### src/rtl/ofdm_rx_demux.sv
// OFDM receive demultiplexer: splits FFT output bins into null, pilot and data
// carriers; pilots go out as strobes, data carriers through a show-ahead FIFO.
module ofdm_rx_demux #(
  parameter int N_FFT      = 1024,
  parameter int FIFO_DEPTH = 16
) (
  input  logic               clk,
  input  logic               rst,
  input  logic               sop_in,
  input  logic               valid_in,
  input  logic signed [15:0] real_in,
  input  logic signed [15:0] imag_in,
  input  logic               ready_in,
  output logic signed [15:0] data_i,
  output logic signed [15:0] data_q,
  output logic               valid_data,
  output logic signed [15:0] pilot_i,
  output logic signed [15:0] pilot_q,
  output logic               valid_pilot,
  output logic [5:0]         index_pilot,
  output logic               sign_pilot,
  output logic               eos,
  output logic               sync_err,
  output logic               ovf
);

  localparam int AW = $clog2(FIFO_DEPTH);
  localparam logic [9:0] LAST_BIN = 10'(N_FFT - 1);

  typedef enum logic {IDLE, SYMBOL} state_t;

  state_t      state, state_next;
  logic [9:0]  bin_cnt, bin_cnt_next, cur_bin;
  logic [5:0]  pilot_ord, pilot_ord_next;
  logic        accept, resync, last_bin, is_null, is_pilot, is_data;

  logic               st_pilot, st_data, st_eos, st_sync;
  logic signed [15:0] st_i, st_q;
  logic [5:0]         st_ord;

  logic [31:0] mem [FIFO_DEPTH];
  logic [AW:0] wr_ptr, rd_ptr;
  logic        empty, full, pop, push, drop;
  logic [31:0] head;

  // A sop always restarts numbering at bin 0, whether from IDLE or as a resync.
  always_comb begin
    state_next     = state;
    bin_cnt_next   = bin_cnt;
    pilot_ord_next = pilot_ord;
    accept   = valid_in & (sop_in | (state == SYMBOL));
    resync   = valid_in & sop_in & (state == SYMBOL) & (bin_cnt != 10'd0);
    cur_bin  = (sop_in || state == IDLE) ? 10'd0 : bin_cnt;
    last_bin = accept & ~sop_in & (cur_bin == LAST_BIN);
    is_null  = (cur_bin == 10'd0) || (cur_bin >= 10'd401 && cur_bin <= 10'd623);
    is_pilot = ~is_null & (cur_bin[3:0] == 4'd8);
    is_data  = ~is_null & ~is_pilot;
    if (accept) begin
      if (sop_in) begin
        state_next     = SYMBOL;
        bin_cnt_next   = 10'd1;
        pilot_ord_next = 6'd0;
      end else if (last_bin) begin
        state_next   = IDLE;
        bin_cnt_next = 10'd0;
      end else begin
        bin_cnt_next = bin_cnt + 10'd1;
      end
      if (is_pilot) pilot_ord_next = pilot_ord + 6'd1;
    end
  end

  always_ff @(posedge clk or negedge rst) begin
    if (!rst) begin
      state     <= IDLE;
      bin_cnt   <= '0;
      pilot_ord <= '0;
    end else begin
      state     <= state_next;
      bin_cnt   <= bin_cnt_next;
      pilot_ord <= pilot_ord_next;
    end
  end

  // One pipeline stage between classification and the output registers/FIFO.
  always_ff @(posedge clk or negedge rst) begin
    if (!rst) begin
      st_pilot <= 1'b0;
      st_data  <= 1'b0;
      st_eos   <= 1'b0;
      st_sync  <= 1'b0;
      st_i     <= '0;
      st_q     <= '0;
      st_ord   <= '0;
    end else begin
      st_pilot <= accept & is_pilot;
      st_data  <= accept & is_data;
      st_eos   <= last_bin;
      st_sync  <= resync;
      st_i     <= real_in;
      st_q     <= imag_in;
      st_ord   <= pilot_ord;
    end
  end

  always_ff @(posedge clk or negedge rst) begin
    if (!rst) begin
      valid_pilot <= 1'b0;
      eos         <= 1'b0;
      sync_err    <= 1'b0;
      pilot_i     <= '0;
      pilot_q     <= '0;
      index_pilot <= '0;
      sign_pilot  <= 1'b0;
    end else begin
      valid_pilot <= st_pilot;
      eos         <= st_eos;
      sync_err    <= st_sync;
      if (st_pilot) begin
        pilot_i     <= st_i;
        pilot_q     <= st_q;
        index_pilot <= st_ord;
        sign_pilot  <= ~st_i[15];
      end
    end
  end

  // The extra pointer bit distinguishes full from empty when the indices match.
  assign empty = (wr_ptr == rd_ptr);
  assign full  = (wr_ptr[AW] != rd_ptr[AW]) && (wr_ptr[AW-1:0] == rd_ptr[AW-1:0]);
  assign pop   = ~empty & ready_in;
  assign push  = st_data & (~full | pop);
  assign drop  = st_data & full & ~pop;

  always_ff @(posedge clk or negedge rst) begin
    if (!rst) begin
      wr_ptr <= '0;
      rd_ptr <= '0;
      ovf    <= 1'b0;
    end else begin
      if (push) wr_ptr <= wr_ptr + 1'b1;
      if (pop)  rd_ptr <= rd_ptr + 1'b1;
      if (drop) ovf    <= 1'b1;
    end
  end

  always_ff @(posedge clk) begin
    if (push) mem[wr_ptr[AW-1:0]] <= {st_i, st_q};
  end

  assign head       = empty ? 32'd0 : mem[rd_ptr[AW-1:0]];
  assign valid_data = ~empty;
  assign data_i     = head[31:16];
  assign data_q     = head[15:0];

endmodule
### config.mk
export PLATFORM = sky130hd
export DESIGN_NAME = ofdm_rx_demux
export DESIGN_NICKNAME = d
export VERILOG_FILES = /design/src/rtl/ofdm_rx_demux.sv
export SDC_FILE = /design/constraint.sdc
export NUM_CORES = 1
export LEC_CHECK = 0
export CAP_MARGIN = 30
export CORE_ASPECT_RATIO = 0.75
export CORE_MARGIN = 4
export CORE_UTILIZATION = 61
export CTS_BUF_LIST = sky130_fd_sc_hd__clkbuf_8
export CTS_CLUSTER_DIAMETER = 120
export DETAILED_ROUTE_END_ITERATION = 12
export DONT_BUFFER_PORTS = 1
export GPL_ROUTABILITY_DRIVEN = 0
export PLACE_DENSITY = 0.77
export SYNTH_ARGS = -nofsm -noshare
export SYNTH_HDL_FRONTEND = slang
export SYNTH_SLANG_ARGS = --single-unit
### constraint.sdc
create_clock -name clk -period 11.4 [get_ports clk]
set_clock_uncertainty 0.2 [all_clocks]
set_input_delay 0.57 -clock clk [delete_from_list [all_inputs] [get_ports clk]]
set_output_delay 0.57 -clock clk [all_outputs]
set_load 0.05 [all_outputs]
-- Word-level counts from Yosys, hierarchy flattened
Memory sizes are Yosys's and may differ from the RTL's.
Cells that the tools add are included.
- flip-flop bits (word level): 112
- RAM bits: 512
- input port bits: 37
- output and inout port bits: 76
- memories kept: 1
- memories (memory ; words ; width ; rd ports ; clocked after Yosys merged registers in ; wr ports ; RTL line ; RTL):
    mem ; 16 ; 32 ; 1 ; 0 ; 1 ; 41 ; logic [31:0] mem [FIFO_DEPTH];
- add/sub/neg operators: 4
- magnitude comparators: 2
- equal/unequal tests: 5
- multiplexer cells: 10
- bitwise logic cells: 24
- reductions and logical operators: 10
- operators with widths (kind ; count):
    2-to-1 mux 32 bit ; 1
    2-to-1 mux 10 bit ; 3
    AND 1 bit ; 14
    2-to-1 mux 6 bit ; 2
    adder 10 x 1 -> 10 bit (second input constant) ; 1
    adder 5 x 1 -> 5 bit (second input constant) ; 2
    equality test 10 bit (second input constant) ; 1
    greater-or-equal comparator 10 x 9 -> 1 bit (second input constant) ; 1
    <= comparator 10 bit (second input constant) ; 1
    logical NOT 10 bit ; 1
    nonzero test 10 bit ; 1
    inverter 1 bit ; 8
    adder 6 x 1 -> 6 bit (second input constant) ; 1
    equality test 5 bit ; 1
    equality test 4 bit ; 1
    equality test 4 bit (second input constant) ; 1
    2-to-1 mux 1 bit ; 4
    AND reduction 2 bit ; 2
    nonzero test 2 bit ; 2
    logical AND 1 bit ; 2
    logical OR 1 bit ; 2
    bitwise OR 1 bit ; 2
    != test 1 bit ; 1

-- Logic depth before layout (Yosys ltp)
- depth after elaboration: 11
- depth in mapped cells: 7
- gate-level depth less buffers: 6

-- Least setup slack after synthesis
No wires, ideal clock.
- kind: register to register
- start point: reg rd_ptr[0]
- end point: mem mem[3][0] (enable)
- arrival time: 3335 ps
- data required time: 10739 ps
- slack: 7403 ps
- stages on the path, launching flop included: 8
- cells stage by stage: dfrtp_1 > buf_6 > xnor2_1 > nand4_1 > o31a_1 > buf_2 > nand2_1 > nor3_1
- word-level cells in the longest chain between the ends: 7
- elaborated cells on any way between the ends: 10
- those cells by class: eq/ne: 2; mux: 2; bitwise: 5; reduce/logical: 1
- ends and longest elaborated chain (what ; RTL line ; RTL):
    start, declared ; 42 ; logic [AW:0] wr_ptr, rd_ptr;
    start signal, assigned ; 142 ; if (pop) rd_ptr <= rd_ptr + 1'b1;
    equality test 5 bit / equality test 4 bit (equally long branches) ; 129, 130 ;
    inverter 1 bit / logical AND 1 bit (equally long branches) ; 131, 130 ;
    AND 1 bit / inverter 1 bit (equally long branches) ; 131, 132 ;
    bitwise OR 1 bit * ; 132 ; assign push = st_data & (~full | pop);
    AND 1 bit * ; 132 ;
    2-to-1 mux 1 bit * ; 148 ; if (push) mem[wr_ptr[AW-1:0]] <= {st_i, st_q};
    2-to-1 mux 1 bit (not written as such) * ; 148 ;
    end, declared ; 41 ;
Every way passes the cells marked *; elsewhere a longest branch is shown, timed or not.

-- Worst setup path after layout
- start point: reg rd_ptr[2]
- end point: out data_i[4]
- word-level cells in the longest chain between the ends: 2
- elaborated cells on any way between the ends: 3
- those cells by class: eq/ne: 1; mux: 1; memory: 1
- ends and longest elaborated chain (what ; RTL line ; RTL):
    memory read (16 x 32 bit) / equality test 5 bit (equally long branches) ; -- ;
    2-to-1 mux 32 bit * ; 151 ; assign head = empty ? 32'd0 : mem[rd_ptr[AW-1:0]];
    end, declared ; 14 ; output logic signed [15:0] data_i,
Marks and branches as above.

==> flow_summary.ini <==
[hold_path]
hold_depth = 2
hold_end = state
min_path_type = input pin to flip-flop
min-delay-start = sop_in

[drt]
avgViaCountPerCell = 6.24
drtIter0Drc = 1302
dr.pass1.iters = 5
vias = 11308
route.detailed.drc = 0
drt-total-wl_um = 47200
final_antenna_net_count = 0
wl_per_cell_um = 26.1

[critical_path]
worstPathArrival_ps = 3920
cp_top_family = compound AO/OA/AOI/OAI gates
rr_endpoint = rd_ptr[1]
path_cells = buf_4, mux4_2, nor2b_1, a211oi_1, a211oi_2
path_max_fanout = 58
crit_slowest_cell = dfrtp_4
rr_startpoint = rd_ptr[0]
crit_path_end_kind = output port
reg2reg_slack_ps = 7470
critPathKind = flip-flop to output port
path_buf_inv = 1
crit_required_ps = 10630
max_stage_delay_ps = 900
start_kind = flip-flop
reg2regPathDepth = 7

[sta]
slew_viol_final = 0
hold_violations = 0
tightest_slew_ps = 1050
finalSetupTns_ps = 0
max_freq_mhz = 213
rsz0062_at_grt = false
fin_crit_sh = 0.411
period_needed_ps = 4690
setup_viol = 0
max-slew-margin-rel = 0.300

[place]
hpwlAfterDp_um = 25100
io_buffers = 0

[global_route]
grtUsageTotal = 0.229
antenna_found_initial = 0
grt_pass1_wl_um = 72300
first_global_vias = 11680
gr-total-overflow = 0
grt_max_degree = 113

[floorplanning]
die_y_um = 179
start_util = 0.621
rows = 62
core_sq_um = 38400
die_w_um = 236
io_pins = 113
die_area_sq_um = 42300

[finish]
area_delta_synth_final_pct = 12.6
nets = 1270
nFillCells = 2307
num_antenna_cells = 0
fin_util = 0.699
layout-drive-gt1-share = 0.288
multi_input_area_sq_um = 5440
seq_area_sq_um = 18200

[logic_synthesis]
ys_seq_area_frac = 0.762
synth_cell_types = 49
netlist_top_cells_area = edfxtp_1 64%, mux4_2 12%, dfrtp_1 12%, a211oi_1 2.1%, mux2_2 1.8%
synth-edff-count = 512
syn_area_sq_um = 23800
syn_inst = 1130
syn_avg_cell_area_sq_um = 21.1
yosysTopAreaCell = edfxtp_1
synth_fp_nets = 1175
synth-warning-count = 0
ys_ff_latch = 624
yosys_most_used_dff = edfxtp_1
async_flop_share = 0.179
synth_top_cell_area_share = 0.645

[clock_tree]
clkLatencyLatePin_ps = 640
cts-root-buf = clkbuf_8
cts_max_level = 3
cts_num_sinks = 624
post_cts_buffers = 0
cts_inserted_buffers = 89
post_cts_resized = 0
clkTransAtPathRegs_ps = 70
cts_hold_buf = 38
tritoncts = done
clk_path_buf_depth = 3

[job]
maxCapViolCount = 0

[pwr]
peakVddDrop_uv = 155
p_per_area_nw_per_um2 = 239
p_leak_nw = 9.25

[run_status]
status = finished, final reports clean
-- cell type report --
cell class	instances	share of cell area
Clock inverter	59	0.0101
Inverter	10	0.00140
Sequential cell	624	0.678
Multi-Input combinational cell	436	0.203
Timing Repair Buffer	64	0.0295
Tap cell	512	0.0239
Clock buffer	107	0.0548
-- cell usage after synthesis, types with 6 or more instances --
master      n
a211oi_1   67
and3_1     17
inv_1      10
dfrtp_1   112
ha_1        8
edfxtp_1  512
mux4_2    128
mux2_2     39
nand3_1     8
xor2_1     10
nor3_1      6
nor2b_1    35
buf_2      23
nand2_1    17
mux2i_1    34
o21ai_0     8
xnor2_1    11
clkbuf_1   20
nor2_1     14
-- worst max-delay path by stage --
stage | startpoint | end | slack [ps] | cells after the start
detailed placement | rd_ptr[2] | data_i[11] | 7330 | 5
CTS | rd_ptr[2] | data_i[11] | 6590 | 5
finish | rd_ptr[2] | data_i[4] | 6710 | 5
global placement | rd_ptr[0] | data_q[0] | 7110 | 5
floorplan | rd_ptr[0] | mem[3][0] | 7400 | 7
global route | rd_ptr[0] | data_i[4] | 6450 | 5
-- through the flow --
stage / worst slack [ps] / std cells / cell area [sq um] / hold slack [ps] / power, mW
2_1_floorplan: 7400 / 1130 / 23800 / 74.4 / 4.36
3_3_place_gp: 7110 / 1593 / 24400 / 78.1 / 4.71
3_5_place_dp: 7330 / 1606 / 24700 / 77.8 / 4.78
4_1_cts: 6590 / 1810 / 26800 / 0.211 / 6.48
5_1_grt: 6450 / 1812 / 26900 / 74.1 / 6.70
6_report: 6710 / 1812 / 26900 / 63.9 / 6.41
-- per-layer routing --
metal | wire, um | global-route usage
met3 | 3780 | 0.0507
met4 | 821 | 0.0681
met2 | 22400 | 0.347
met1 | 20200 | 0.345
met5 | 0 | 0
-- placed cells by master, fill, tap and decap left out, types with 3 or more instances in the layout --
master | netlist | layout
a211oi_1 | 67 | 35
a211oi_2 | 0 | 32
a31o_1 | 3 | 3
and3_2 | 0 | 15
buf_12 | 3 | 9
buf_16 | 0 | 5
buf_4 | 5 | 11
clkbuf_8 | 0 | 107
clkinv_1 | 0 | 13
clkinv_2 | 0 | 13
dfrtp_1 | 112 | 107
dfrtp_4 | 0 | 4
dlygate4sd3_1 | 0 | 37
edfxtp_1 | 512 | 512
ha_1 | 8 | 8
inv_1 | 10 | 40
mux2_2 | 39 | 39
mux2i_1 | 34 | 34
mux4_2 | 128 | 128
nand2_1 | 17 | 17
nand3_1 | 8 | 8
nand4_1 | 5 | 5
nor2_1 | 14 | 14
nor2b_1 | 35 | 35
nor3_1 | 6 | 5
o21ai_0 | 8 | 8
xnor2_1 | 11 | 11
xor2_1 | 10 | 10
-- power by group --
part	internal [mW]	switching (mW)
logic	0.727	1.14
clock network	0.875	0.810
registers	2.59	0.267
total	4.20	2.22
-- sequential cells by signal (all words and copies together), names as in the netlist, 6 cells and up --
| register | flops |
|---|---|
| pilot_ord | 6 |
| st_q | 16 |
| index_pilot | 6 |
| pilot_q | 16 |
| bin_cnt | 10 |
| pilot_i | 16 |
| st_ord | 6 |
| mem | 512 |
| st_i | 16 |
-- kinds of logic (layout without fill, tap and decap cells) --
| logic type | count (synthesis) | in the layout | synth area share |
|---|---|---|---|
| flops | 624 | 624 | 0.762 |
| fa+ha+maj | 8 | 8 | 0.00420 |
| buf+inv | 70 | 240 | 0.0173 |
| compound gates | 89 | 89 | 0.0274 |
| mux | 201 | 201 | 0.154 |
| simple gates | 117 | 117 | 0.0273 |
| xor+xnor | 21 | 21 | 0.00771 |
-- worst register-to-register path: stages (launching register included) --
cell     delay [ps]
dfrtp_4         920
xnor2_1         260
nand4_1         230
nor2_4          570
buf_4           600
inv_1           450
nand2_1         240
mux2_2          350
Power figures use the tool's default switching activity.
